$ cat src/rtl/piso_serializer.sv
// piso_serializer: parallel-in/serial-out symbol serializer with a one-word
// holding buffer so back-to-back symbols leave the block with no idle gap.
// The serial outputs are registered copies of the next shifter state, so they
// never depend combinationally on data_in.
module piso_serializer #(
    parameter int unsigned WIDTH     = 10,
    parameter bit          LSB_FIRST = 1'b0,
    parameter logic        IDLE_BIT  = 1'b0
) (
    input  logic             clk,
    input  logic             reset,
    input  logic [WIDTH-1:0] data_in,
    input  logic             in_valid,
    output logic             in_ready,
    output logic             serial_out,
    output logic             serial_valid,
    output logic             word_start
);

    localparam int unsigned      CNT_W    = (WIDTH > 2) ? $clog2(WIDTH) : 1;
    localparam logic [CNT_W-1:0] LAST_CNT = CNT_W'(WIDTH - 1);

    localparam logic [0:0] IDLE  = 1'b0;
    localparam logic [0:0] SHIFT = 1'b1;

    logic [0:0]       state_q,      state_d;
    logic [WIDTH-1:0] sh_q,         sh_d;
    logic [CNT_W-1:0] cnt_q,        cnt_d;
    logic [WIDTH-1:0] hold_q,       hold_d;
    logic             hold_full_q,  hold_full_d;
    logic             serial_out_q, serial_out_d;
    logic             serial_valid_q, serial_valid_d;
    logic             word_start_q, word_start_d;

    logic shifter_free;
    logic take;

    // Shifter can accept a new word on this edge: idle, or emitting its last bit
    assign shifter_free = (state_q == IDLE) || (cnt_q == LAST_CNT);

    // Handshake completes whenever the holding register is empty
    assign take = in_valid && !hold_full_q;

    assign in_ready     = ~hold_full_q;
    assign serial_out   = serial_out_q;
    assign serial_valid = serial_valid_q;
    assign word_start   = word_start_q;

    // State register; reset aborts the current word and drops any held word
    always_ff @(posedge clk or posedge reset) begin
        if (reset) begin
            state_q        <= IDLE;
            sh_q           <= '0;
            cnt_q          <= '0;
            hold_q         <= '0;
            hold_full_q    <= 1'b0;
            serial_out_q   <= IDLE_BIT;
            serial_valid_q <= 1'b0;
            word_start_q   <= 1'b0;
        end else begin
            state_q        <= state_d;
            sh_q           <= sh_d;
            cnt_q          <= cnt_d;
            hold_q         <= hold_d;
            hold_full_q    <= hold_full_d;
            serial_out_q   <= serial_out_d;
            serial_valid_q <= serial_valid_d;
            word_start_q   <= word_start_d;
        end
    end

    // Next-state: reload from hold, direct load, hold load, shift, or end of word
    always_comb begin
        state_d        = state_q;
        sh_d           = sh_q;
        cnt_d          = cnt_q;
        hold_d         = hold_q;
        hold_full_d    = hold_full_q;
        serial_out_d   = IDLE_BIT;
        serial_valid_d = 1'b0;
        word_start_d   = 1'b0;

        if (shifter_free) begin
            if (hold_full_q) begin
                // Held word takes priority; in_ready is low so no transfer now
                sh_d        = hold_q;
                cnt_d       = '0;
                hold_full_d = 1'b0;
                state_d     = SHIFT;
            end else if (take) begin
                sh_d    = data_in;
                cnt_d   = '0;
                state_d = SHIFT;
            end else begin
                cnt_d   = '0;
                state_d = IDLE;
            end
        end else begin
            cnt_d = cnt_q + CNT_W'(1);
            if (LSB_FIRST) begin
                sh_d = {1'b0, sh_q[WIDTH-1:1]};
            end else begin
                sh_d = {sh_q[WIDTH-2:0], 1'b0};
            end
            if (take) begin
                hold_d      = data_in;
                hold_full_d = 1'b1;
            end
        end

        // Outputs mirror the state being entered so they appear registered
        if (state_d == SHIFT) begin
            serial_out_d   = LSB_FIRST ? sh_d[0] : sh_d[WIDTH-1];
            serial_valid_d = 1'b1;
            word_start_d   = (cnt_d == '0);
        end
    end

endmodule
$ cat config.mk
export PLATFORM = sky130hd
export DESIGN_NAME = piso_serializer
export DESIGN_NICKNAME = d
export VERILOG_FILES = /design/src/rtl/piso_serializer.sv
export SDC_FILE = /design/constraint.sdc
export NUM_CORES = 1
export LEC_CHECK = 0
export ABC_AREA = 1
export CAP_MARGIN = 20
export CORE_MARGIN = 1.5
export CORE_UTILIZATION = 35
export DETAILED_ROUTE_END_ITERATION = 16
export GPL_ROUTABILITY_DRIVEN = 0
export HOLD_SLACK_MARGIN = 0.02
export PLACE_DENSITY = 0.67
export SLEW_MARGIN = 20
export SYNTH_ARGS = -nofsm -noshare
export SYNTH_HDL_FRONTEND = slang
export SYNTH_SLANG_ARGS = --single-unit
export TNS_END_PERCENT = 50
$ cat constraint.sdc
create_clock -name clk -period 2.1 [get_ports clk]
set_clock_uncertainty 0.15 [all_clocks]
set_input_delay 0.63 -clock clk [delete_from_list [all_inputs] [get_ports clk]]
set_output_delay 0.63 -clock clk [all_outputs]
set_load 0.05 [all_outputs]
* After elaboration in Yosys (flattened, before gate mapping) *
Index checks and enable logic that the tools add are counted.
W data, S select, Z words.

operators by class
  equality and inequality tests = 2
  bitwise logic cells = 3
  mux-type cells = 12
  reduce and logical (&&, ||, !) cells = 6
  $add $sub $neg = 1

operators with widths
  cell                   count
  $mux W10               3
  $mux W1                8
  $add A4 B1 Y4 const B  1
  $eq A4 B4 Y1 const B   1
  $logic_not A4 Y1       1
  $mux W4                1
  $ne A3 B2 Y1 const B   1
  $not A1 Y1             3
  $reduce_and A2 Y1      1
  $reduce_bool A2 Y1     1
  $logic_and A1 B1 Y1    1
  $logic_not A1 Y1       1
  $logic_or A1 B1 Y1     1

storage, ports and cells
  output and inout bits = 4
  flip-flop bits (word level) = 29
  logic and storage cells = 33

* Logic depth before layout (Yosys ltp) *
  depth in word-level cells = 6
  depth in mapped cells = 9

* Worst setup path after synthesis *
Ideal clock, no wire load.

  path kind = flip-flop to output port
  from = reg hold_full_q
  to = out in_ready
  data required time = 1320 ps
  cell stages (with the launch flop) = 2
  setup slack = 604 ps
  arrival = 716 ps
  cell sequence = dfrtp_1 > inv_1

on the way
  longest elaborated chain between the ends = 1

ends and longest elaborated chain
  what                      line  source
  start: declaration        30    logic hold_full_q, hold_full_d;
  start signal: assignment  65    hold_full_q <= hold_full_d;
  $not A1 Y1                44    assign in_ready = ~hold_full_q;
  end: declaration          14    output logic in_ready,

No other way between the ends.

* Worst setup path after layout *
Ends and elaborated chain as after synthesis.

==> impl_metrics.toml <==
[sta]
setup_violations = 0
fmax_ghz = 0.500
setup_slack_ps = 98.2
maxSlewHeadroom = 0.753
worst_slew_pin_slew_ps = 371
finalHoldViolCount = 0
slew_viol_final = 0
setup-tns-final_ps = 0
period_share = 0.953
min_period_ps = 2000
rsz0062_at_grt = "false"

[placed_design]
place_area_mm2 = 0.00150
port_buffers = 16
dpl.hpwl_um = 1730
dp_slack_ps = 92.4
dp_cells = 216

[die]
fp.coreArea_mm2 = 0.00344
die_h_um = 63.7
rows = 21
num_io_pins = 17
start_util = 0.374
dieWidth_um = 63.7
die_area_mm2 = 0.00405

[cts]
post_cts_resized = 0
clock_tree.root_cell = "clkbuf_8"
numCtsBuffers = 3
post_cts_buffers = 0
cts_sinks = 28
hold_buffers = 0
cts_tree = "done"
cts.path.max_buffers = 2
clock_latency_ps = 280
clk_pin_slew_worst_paths_ps = 100
htreeDepth = 1

[synthesis]
synth_area_per_cell_um2 = 8.20
synth.largest_area_cell = "dfrtp_1"
ys_types = 19
synth-edff-count = 0
ys_warn_count = 0
yosys_register_bits = 28
synthArstFlopShare = 1.00
synthCells = 157
ys_seq_area_frac = 0.544
synth_top_area_frac = 0.544
ys.flop_type = "dfrtp_1"
syn_nets = 172
synth_area_leaders = "dfrtp_1, nand2_1, inv_1, nand3_1, o21ai_0"
synthesis.area_mm2 = 0.00129

[setup_path]
crit_fanout = 12
r2r-start = "cnt_q[0]"
cp.arrival_ps = 1220
r2r_end = "word_start"
cp-start-kind = "register"
cp.required_ps = 1320
crit_type = "reg2out"
r2r_cells = 7
reg2reg_slack_ps = 470
crit_path_end_kind = "output pin"

[hold_path]
holdPathEnd = "sh_q[0]"
min-delay-start = "sh_q[0]"
whs_path_depth = 2
worstHoldPathType = "reg2reg"

[power_and_ir_drop]
p_leak_uw = 0.000808
power-per-cell-area_mw_per_mm2 = 1280
vdd_ir_drop_max_mv = 0.495

[global_route]
grt.met2_usage = 0.220
grt_pass1_wl_um = 4110
grt_max_degree = 29
overflow = 0
antenna_found_initial = 0
grtUsageTotal = 0.129
grt_util_met3 = 0.0179
grt_util_met1 = 0.154
grt_pass1_vias = 975
grt.busiest_layer = "met2"

[route]
drc = 0
ant_nets = 0
viasPerCell = 4.50
wl_per_cell_um = 10.8
drtIter0Drc = 44
via_count = 991
drtPass1Iterations = 4
routed_wirelength_um = 2380

[final_layout]
regArea_um2 = 701
insertedDiodeCount = 0
final_cell_mix = "nand2_1, dfrtp_1, inv_1"
layout-drive-gt1-share = 0.103
multi_input_area_um2 = 480
mostFrequentLayoutCell = "nand2_1"
synthToLayoutAreaGrowth_pct = 22.4
final_area_mm2 = 0.00158
utilization = 0.458
fill_cells = 332
layoutNonFillerInstCount = 220
layout.nets = 190

[flow_run]
max_cap_viol_count = 0

[run_status]
status = "completed"
-- sequential cells by signal, summed over array words and instances (netlist names) --
register and cells:
serial_out 1, hold_q 10, serial_valid 1, cnt_q 4
word_start 1, sh_q 10, hold_full_q 1
-- synthesized netlist by cell type, types with 2 or more instances --
| library cell | number |
|---|---|
| o21ai_0 | 10 |
| nor2_1 | 5 |
| o21ai_1 | 10 |
| nand3_1 | 12 |
| inv_1 | 17 |
| dfrtp_1 | 28 |
| nand2_1 | 57 |
| nand4_1 | 2 |
| inv_2 | 3 |
| ha_1 | 2 |
| buf_2 | 3 |
-- where the power goes --
group / leakage, µW / total (µW) / switching, µW / internal (µW)
clock network: 0.0000357 / 425 / 170 / 255
registers: 0.000351 / 882 / 137 / 745
logic: 0.000421 / 706 / 419 / 287
-- per-stage QoR --
stage | hold slack, ps | power [µW]
global route | 374 | 2170
detailed placement | 316 | 1610
global placement | 306 | 1570
CTS | 340 | 2040
floorplan | 292 | 1430
finish | 332 | 2010
-- cell type report --
class	count	area share
Clock buffer	3	0.0262
Sequential cell	28	0.445
Timing Repair Buffer	18	0.121
Clock inverter	1	0.0191
Inverter	20	0.0477
Tap cell	46	0.0365
Multi-Input combinational cell	104	0.305
-- worst max-delay path, stage by stage (launching register included) --
cell	delay (ps)
dfrtp_1	580
inv_1	180
buf_12	190
-- cell families after synthesis --
| logic type | count (synthesis) | share of synthesized area |
|---|---|---|
| AND/OR/NAND/NOR | 79 | 0.259 |
| flip-flops | 28 | 0.544 |
| buffers and inverters | 25 | 0.0826 |
| AO/OA/AOI/OAI | 23 | 0.0952 |
| adder cells (fa/ha/maj) | 2 | 0.0194 |
-- how the worst max path moves through the flow --
stage	startpoint	to	slack, ps
6_report	hold_full_q	in_ready	100
5_1_grt	hold_full_q	in_ready	30
4_1_cts	hold_full_q	in_ready	100
3_5_place_dp	in_valid	sh_q[4]	90
3_3_place_gp	in_valid	sh_q[8]	160
2_1_floorplan	hold_full_q	in_ready	600
-- layer usage --
metal  up-vias  share of wire
met5         -              0
met4         0          0.021
met3         5          0.018
met2        12           0.48
met1       450           0.48
li1        524              -
(Power assumes the default switching activity.)
